<file path="src/rtl/shader_rr_arbiter.sv">
// Round-robin arbiter merging NUM_IN valid/stall upstream ports into one registered downstream port.
// Define SHADER_ARB_FIXED_PRIO_EN to build a fixed lowest-index-first priority arbiter instead.
module shader_rr_arbiter #(
  parameter int NUM_IN = 4,
  parameter int WIDTH  = 32
) (
  input  logic                           clk,
  input  logic                           rst,
  input  logic [NUM_IN-1:0]              valid_us,
  input  logic [NUM_IN-1:0][WIDTH-1:0]   data_us,
  output logic [NUM_IN-1:0]              stall_us,
  output logic                           valid_ds,
  output logic [WIDTH-1:0]               data_ds,
  output logic [$clog2(NUM_IN)-1:0]      grant_id,
  input  logic                           stall_ds
);

  localparam int IDX_W = $clog2(NUM_IN);

  logic              valid_q, valid_d;
  logic [WIDTH-1:0]  data_q, data_d;
  logic [IDX_W-1:0]  gid_q, gid_d;
  logic [IDX_W-1:0]  start_idx;
  logic [IDX_W-1:0]  cand;
  logic [IDX_W-1:0]  win;
  logic              found;
  logic              accept;
  logic              grant;

`ifdef SHADER_ARB_FIXED_PRIO_EN
  assign start_idx = '0;
`else
  logic [IDX_W-1:0]  last_q, last_d;

  // Search begins one past the most recent winner, wrapping at NUM_IN (which need not be a power of two).
  assign start_idx = (last_q == IDX_W'(NUM_IN - 1)) ? '0 : last_q + 1'b1;
`endif

  assign accept = ~valid_q | ~stall_ds;

  always_comb begin
    found = 1'b0;
    win   = '0;
    cand  = '0;
    for (int k = 0; k < NUM_IN; k++) begin
      cand = IDX_W'((int'(start_idx) + k) % NUM_IN);
      if (!found && valid_us[cand]) begin
        found = 1'b1;
        win   = cand;
      end
    end
  end

  // Reset blocks every upstream transfer regardless of accept.
  assign grant = accept & found & ~rst;

  always_comb begin
    stall_us = valid_us;
    if (grant) begin
      stall_us[win] = 1'b0;
    end
  end

  always_comb begin
    valid_d = valid_q;
    data_d  = data_q;
    gid_d   = gid_q;
`ifndef SHADER_ARB_FIXED_PRIO_EN
    last_d  = last_q;
`endif
    if (accept) begin
      valid_d = found;
    end
    if (grant) begin
      data_d = data_us[win];
      gid_d  = win;
`ifndef SHADER_ARB_FIXED_PRIO_EN
      last_d = win;
`endif
    end
  end

  always_ff @(posedge clk) begin
    if (rst) begin
      valid_q <= 1'b0;
      data_q  <= '0;
      gid_q   <= '0;
`ifndef SHADER_ARB_FIXED_PRIO_EN
      last_q  <= IDX_W'(NUM_IN - 1);
`endif
    end else begin
      valid_q <= valid_d;
      data_q  <= data_d;
      gid_q   <= gid_d;
`ifndef SHADER_ARB_FIXED_PRIO_EN
      last_q  <= last_d;
`endif
    end
  end

  assign valid_ds = valid_q;
  assign data_ds  = data_q;
  assign grant_id = gid_q;

endmodule

</file>
<file path="config.mk">
export PLATFORM = sky130hd
export DESIGN_NAME = shader_rr_arbiter
export DESIGN_NICKNAME = d
export VERILOG_FILES = /design/src/rtl/shader_rr_arbiter.sv
export SDC_FILE = /design/constraint.sdc
export NUM_CORES = 1
export LEC_CHECK = 0
export ABC_CLOCK_PERIOD_IN_PS = 7900
export CAP_MARGIN = 20
export CORE_AREA = 8 8 92 94
export DETAILED_ROUTE_END_ITERATION = 10
export DIE_AREA = 0 0 100 102
export HOLD_SLACK_MARGIN = 0.12
export PLACE_DENSITY_LB_ADDON = 0.1
export SLEW_MARGIN = 20
export SYNTH_ARGS = -nofsm -noshare
export SYNTH_HDL_FRONTEND = slang
export SYNTH_SLANG_ARGS = --single-unit
</file>
<file path="constraint.sdc">
create_clock -name clk -period 7.9 [get_ports clk]
set_input_delay 0.79 -clock clk [delete_from_list [all_inputs] [get_ports clk]]
set_output_delay 0.79 -clock clk [all_outputs]
set_load 0.01 [all_outputs]
</file>
Word level (Yosys, flattened, before mapping). Index checks and enable logic that the tools add are counted. W data, S select, Z words.

Bits in registers: 37. Bits in latches: 0. Memory bits (writable): 0. Memory bits (read-only): 0. Input bits: 135. Output and inout port bits: 39. Logic and storage cells: 52. Memories: 0.

Add/sub/neg operators: 4. $mul: 0. Divide/modulo/power cells: 0. Order comparisons: 6. Equal/unequal tests: 1. Shift operators: 0. Mux-type cells: 22. Bitwise gates (word level): 8. Reduce and logical (&&, ||, !) cells: 7.

Operators with widths (number): $bmux W32 S2 (1); $mux W32 (1); $lt A2 B3 Y1 const B (5); $mux W2 (5); $mux W1 (9); $bmux W1 S2 (4); $add A2 B1 Y2 const B (2); $add A2 B2 Y2 const B (2); $and A4 B4 Y4 (1); $logic_and A1 B1 Y1 (4); $mux W4 (1); $not A4 Y4 (1); $logic_not A1 Y1 (3); $not A1 Y1 (3); $and A1 B1 Y1 (2); $demux W1 S2 (1); $eq A2 B2 Y1 const B (1); $ge A2 B1 Y1 const B (1); $or A1 B1 Y1 (1).

Longest topological paths before layout. Gate-level depths: netlist (run 1).

Depth in word-level cells: 21. Mapped depth: 14. Depth with buffers taken out: 9.

Worst setup path after synthesis (run 1). Ideal clock, no wire load.

Kind: flip-flop to output port. Start point: register last_q[0]. End point: output port stall_us[3]. Data arrival time: 2529 ps. Required time: 7110 ps. Slack: 4581 ps. Cell stages (with the launch flop): 14. Buffers on the path: 4. Cells stage by stage: dfxtp_1 buf_6 buf_6 inv_1 ha_1 or3_1 a2bb2o_1 o22ai_2 nor2_1 a2bb2oi_2 buf_4 buf_4 nor3_1 nor2_1.

Cells in the longest elaborated chain, start to end: 21. Elaborated cells on any way between the ends: 38. Classes of those cells: add/sub: 4; order compare: 2; eq/ne: 1; mux: 20; bitwise: 4; reduce/logical: 7.

RTL lines: start: declaration (line 33) `logic [IDX_W-1:0] last_q, last_d;`; start signal: assignment (line 89) `last_q <= IDX_W'(NUM_IN - 1);`; start signal: assignment (line 96) `last_q <= last_d;`; $add A2 B1 Y2 or $eq A2 B2 Y1 (tied branches) (line 36) `assign start_idx = (last_q == IDX_W'(NUM_IN - 1)) ? '0 : last_q + 1'b1;`; $mux W2 * (line 36); parallel branches: the longest is 18 deep, another holds $lt A2 B3 Y1; $mux W4 * (line 59) `if (grant) begin`; end: declaration (line 11) `output logic [NUM_IN-1:0] stall_us,`.

Mark *: on every way between the ends. The select of a mux whose other input is x is not followed.

Final worst setup path (run 1).
Start point: register last_q[0]. End point: output port stall_us[1].

The elaborated chain is that of the path after synthesis.

==> results of run 1 <==
## state kept, by name (all words and copies together), names as in the netlist
register,cells
data_ds,32
grant_id,2
last_q,2
valid_ds,1
## how the worst max path moves through the flow
stage               cells after the start  slack (ps)           to
global placement                        8        3560  stall_us[1]
finish                                 10        3320  stall_us[1]
floorplan                              13        4580  stall_us[3]
global route                           10        3030  stall_us[1]
CTS                                    10        3300  stall_us[1]
detailed placement                      8        3500  stall_us[1]
## routing by layer
metal	track usage [%]	routed length (um)	share of wire [%]	up-vias
met5	0	0	0	-
met4	3.95	63	0.69	0
met3	6.88	802	8.7	4
met2	30.6	4670	51	97
met1	19.0	3640	40	1243
li1	-	-	-	1378
## worst max-delay path, stage by stage, from the launching register on
cell and delay (ps):
dfxtp_1 760, inv_1 100, ha_1 420, or3_1 400
nand3_1 190, o22ai_2 150, o2bb2ai_4 170, buf_4 460
inv_1 110, a31oi_1 180, clkdlybuf4s50_1 560
## stage by stage
step                      power, mW  worst slack [ps]  instances  hold WS [ps]
after global placement         1.51              3560        536           464
final                          1.71              3320        544           478
after global routing           1.83              3030        544           502
after CTS                      1.73              3300        544           482
after floorplan                1.24              4580        287           497
after detailed placement       1.53              3500        536           469
## placed cells by master (no fill, tap or decap), types with 2 or more instances in the layout
cell type,count
a21oi_1,6
a31oi_1,2
buf_4,4
bufinv_16,2
clkbuf_8,5
clkdlybuf4s50_1,172
dfxtp_1,37
ha_1,3
inv_1,6
mux2_1,9
mux2_2,25
mux2i_1,66
mux4_2,2
nand2_1,3
nand3b_1,33
nor2_1,5
nor3_1,4
o21ai_0,4
o21ai_1,34
or2_2,2
or3_1,2
## area by class of cell
| cell class | count | area [um2] |
|---|---|---|
| timing repair buffer | 177 | 1760 |
| tap | 99 | 124 |
| fill | 621 | 2400 |
| sequential | 37 | 741 |
| clock buffer | 5 | 68.8 |
| clock inverter | 3 | 65.1 |
| inverter | 6 | 22.5 |
| multi-input combinational | 217 | 1880 |
## power by group
group	internal (mW)	switching, mW	leakage, nW
registers	0.263	0.0478	0.308
clock network	0.125	0.0679	0.0681
logic	0.653	0.550	1.55
total	1.04	0.665	1.93
## cells by family after synthesis
| family | synth area share (%) |
|---|---|
| adder cells (fa/ha/maj) | 1.34 |
| AO/OA/AOI/OAI | 12.2 |
| AND/OR/NAND/NOR | 13.3 |
| multiplexers | 39.4 |
| flip-flops | 26.5 |
| buffers and inverters | 7.29 |
==> impl_metrics.json, run 1 <==
{
  "hold_class": "reg2reg",
  "coreArea_um2": 7060,
  "syn_nets": 425,
  "dr.first_iter.drc_count": 80,
  "rsz0062_at_grt": "false",
  "synth_cell_types": 39,
  "worstSkewPairLatency_ps": 290,
  "nets": 582,
  "start_util_pct": 39.6,
  "worstPathRequired_ps": 7110,
  "avgSynthCellArea_um2": 9.75,
  "clock_sinks": 37,
  "synth.top_cell.area_share_pct": 26.5,
  "ff2ff_path_depth": 10,
  "fmax_mhz": 218,
  "synthToLayoutAreaGrowth_pct": 66.3,
  "finalHoldViolCount": 0,
  "drive_gt1_share_pct": 11.0,
  "cts_tree": "yes",
  "clk_pin_slew_ps": 80,
  "cp-start-kind": "register",
  "setup_tns_ps": 0,
  "post-synth-top-count-cell": "mux2i_1",
  "ys_seq_area_share_pct": 26.5,
  "skew_ps": 8.70,
  "drv_cap": 0,
  "cts_htree_levels": 2,
  "dp_hpwl_um": 7210,
  "setup_viol": 0,
  "synth_ff_type": "dfxtp_1",
  "grt_pass1_wl_um": 14200,
  "grt_usage_pct": 17.3,
  "routed_wl_um": 9180,
  "min_period_ps": 4580,
  "grt-ovfl-total": 0,
  "place_area_um2": 4530,
  "root_buffer": "clkbuf_8",
  "synth-edff-count": 0,
  "postCtsHoldBufs": 0,
  "synth_top_cells_by_area": "dfxtp_1 26%, mux2i_1 24%, mux2_2 10%",
  "crit_path_end_kind": "primary output",
  "worstHoldPathCells": 2,
  "crit_fanout": 34,
  "drc_errors": 0,
  "portBuffers": 173,
  "yosys-top-cells-count": "66 x mux2i_1, 37 x dfxtp_1, 34 x o21ai_1",
  "diodes": 0,
  "slew_headroom_pct": 43.9,
  "cts_buffers": 5,
  "vias": 2722,
  "hold_end": "data_ds[6]",
  "powerDensity_nw_per_um2": 367,
  "async_flop_share_pct": 0,
  "io_pins": 174,
  "cts_resized": 0,
  "antenna_found_initial": 0,
  "r2r-start": "last_q[0]",
  "worstPathArrival_ps": 3790,
  "syn_inst": 287,
  "cts_max_path_buffers": 2,
  "post_cts_buffers": 0,
  "hp-start": "data_ds[6]",
  "finalMaxSlewViolations": 0,
  "status": "complete, no violations",
  "ant_nets": 0,
  "period_share_pct": 58.0,
  "first_pass_iters": 4,
  "grt_pass1_vias": 2800,
  "worstSetupPathType": "reg2out",
  "synth_seq_cells": 37,
  "tightestPinTransition_ps": 840,
  "startpoint": "last_q[0]",
  "final_core_util_pct": 66.0,
  "wl_per_cell_um": 16.9,
  "yosys.area.top_type": "dfxtp_1",
  "p_leak_nw": 1.93,
  "gp_congestion": 0.876,
  "rows": 31,
  "die_w_um": 100,
  "grt_max_degree": 67,
  "ys_warn_count": 0,
  "die_h_um": 102,
  "dieArea_um2": 10200,
  "netlist_area_um2": 2800,
  "final_area_um2": 4660,
  "vdd_ir_drop_max_v": 0.000198,
  "r2r-end": "data_ds[13]",
  "rrSetupSlack_ps": 4360,
  "vias_per_cell": 5.00
}
No activity file was read; power rests on OpenSTA's default activity.
==> run 2, diff against run 1 <==
--- a/config.mk
+++ b/config.mk
@@ -5,11 +5,11 @@
 export SDC_FILE = /design/constraint.sdc
 export NUM_CORES = 1
 export LEC_CHECK = 0
-export ABC_CLOCK_PERIOD_IN_PS = 7900
+export ABC_CLOCK_PERIOD_IN_PS = 4600
 export CAP_MARGIN = 20
-export CORE_AREA = 8 8 92 94
+export CORE_AREA = 8 8 95 97
 export DETAILED_ROUTE_END_ITERATION = 10
-export DIE_AREA = 0 0 100 102
+export DIE_AREA = 0 0 103 105
 export HOLD_SLACK_MARGIN = 0.12
 export PLACE_DENSITY_LB_ADDON = 0.1
 export SLEW_MARGIN = 20
==> constraint.sdc (replaced) <==
create_clock -name clk -period 4.6 [get_ports clk]
set_input_delay 0.46 -clock clk [delete_from_list [all_inputs] [get_ports clk]]
set_output_delay 0.46 -clock clk [all_outputs]
set_load 0.01 [all_outputs]
==> run 2 against run 1 <==
Die area up 6.0%. Cell count up 0.55%. Largest cell class unchanged. Sequential cell count unchanged. Clock skew down 4.9 ps. Routed wire length up 2.5%. Largest power group unchanged. Core utilization down 4.3 points.
==> impl_metrics.json, run 2 (same netlist as run 1, synthesis figures left out) <==
{
  "post_cts_buffers": 0,
  "setup_viol": 0,
  "final_common_cell": "clkdlybuf4s50_1",
  "wl_per_cell_um": 17.2,
  "first_pass_iters": 4,
  "grt_max_degree": 67,
  "final_area_um2": 4640,
  "portBuffers": 173,
  "grt_usage_pct": 17.2,
  "crit_family": "buffers and inverters",
  "clock_sinks": 37,
  "io_pins": 174,
  "synthToLayoutAreaGrowth_pct": 65.7,
  "clk_pin_slew_ps": 70,
  "diodes": 0,
  "drc_errors": 0,
  "path_buf_inv": 3,
  "powerDensity_nw_per_um2": 614,
  "crit_path_end_kind": "primary output",
  "drv_cap": 0,
  "dp_cells": 540,
  "routed_wl_um": 9410,
  "worstSkewPairLatency_ps": 280,
  "dieArea_um2": 10800,
  "postCtsHoldBufs": 0,
  "min_period_ps": 3970,
  "rrSetupSlack_ps": 1100,
  "p_leak_nw": 1.91,
  "cts_buffers": 5,
  "dr.first_iter.drc_count": 56,
  "final_cells": 547,
  "largest_reg_flops": 32,
  "vias": 2734,
  "rows": 32,
  "ant_nets": 0,
  "die_h_um": 105,
  "tightestPinTransition_ps": 643,
  "rsz0062_at_grt": "false",
  "setup_tns_ps": 0,
  "critical-path-top-cell-by-count": "inv_1",
  "finalHoldViolCount": 0,
  "cts_max_path_buffers": 2,
  "gp_congestion": 0.901,
  "root_buffer": "clkbuf_8",
  "coreArea_um2": 7530,
  "start_util_pct": 37.2,
  "grt_pass1_wl_um": 14900,
  "grt-ovfl-total": 0,
  "cp-start-kind": "register",
  "skew_ps": 3.83,
  "crit_slowest_cell": "dfxtp_1",
  "mostFrequentLayoutCells": "173 x clkdlybuf4s50_1, 66 x mux2i_1, 37 x dfxtp_1",
  "place_area_um2": 4550,
  "fmax_mhz": 252,
  "cts_resized": 0,
  "vdd_ir_drop_max_v": 0.000540,
  "cts_htree_levels": 2,
  "dp_hpwl_um": 7280,
  "grt_pass1_vias": 2930,
  "worstSetupPathType": "reg2out",
  "drive_gt1_share_pct": 10.6,
  "path_cells": "inv_1 -> ha_1 -> or3_1 -> nand3_1 -> o22ai_2 -> o2bb2ai_4 -> inv_1 -> a31oi_1 -> clkdlybuf4s50_1",
  "finalMaxSlewViolations": 0,
  "hold_class": "reg2reg",
  "status": "complete, no violations",
  "nets": 583,
  "slew_headroom_pct": 57.1,
  "worstPathRequired_ps": 4140,
  "die_w_um": 103,
  "worstPathArrival_ps": 3510,
  "cts_tree": "yes",
  "vias_per_cell": 5.00,
  "slowest_delay_ps": 730,
  "antenna_found_initial": 0,
  "crit_fanout": 17,
  "period_share_pct": 86.2
}
==> run 2: per-layer routing <==
layer	share of wire [%]	track usage (%)	vias to the layer above
met2	51	30.7	111
li1	-	-	1372
met4	0.87	3.21	0
met5	0	0	-
met1	38	17.8	1244
met3	11	7.90	7
==> run 2: worst paths after layout <==
path	end	start	cells past startpoint
worst max-delay path	stall_us[1]	last_q[0]	9
worst min register to register	data_ds[20]	data_ds[20]	2
worst max register to register	data_ds[17]	last_q[0]	10
worst min-delay path	data_ds[20]	data_ds[20]	2
==> run 2: cell type report <==
cell class | instances | area, um2
clock buffer | 7 | 86.3
fill | 694 | 2890
inverter | 6 | 22.5
multi-input combinational | 217 | 1880
sequential | 37 | 741
tap | 102 | 128
timing repair buffer | 178 | 1780
==> run 2: through the flow <==
| stage | hold slack, ps | worst slack [ps] | total power [mW] | util (%) |
|---|---|---|---|---|
| 2_1_floorplan | 497 | 1610 | 2.12 | - |
| 3_3_place_gp | 461 | 1010 | 2.61 | 60.5 |
| 3_5_place_dp | 463 | 955 | 2.64 | 60.5 |
| 4_1_cts | 477 | 625 | 2.89 | 61.6 |
| 5_1_grt | 496 | 330 | 3.06 | 61.6 |
| 6_report | 475 | 633 | 2.85 | 61.6 |
==> run 2: where the power goes <==
group          internal, mW  leakage (nW)  switching [mW]  total, mW
Clock                 0.119        0.0443           0.109      0.228
Combinational          1.13          1.56           0.952       2.09
Sequential            0.452         0.308          0.0805      0.533
==> run 2: worst register-to-register path: stages, from the launching register on <==
cell and delay [ps]:
dfxtp_1 730, inv_1 100, ha_1 410, or3_1 390
nand3_1 190, o22ai_2 150, o2bb2ai_4 410, buf_12 380
mux2i_1 200, mux2_1 330, o21ai_1 140
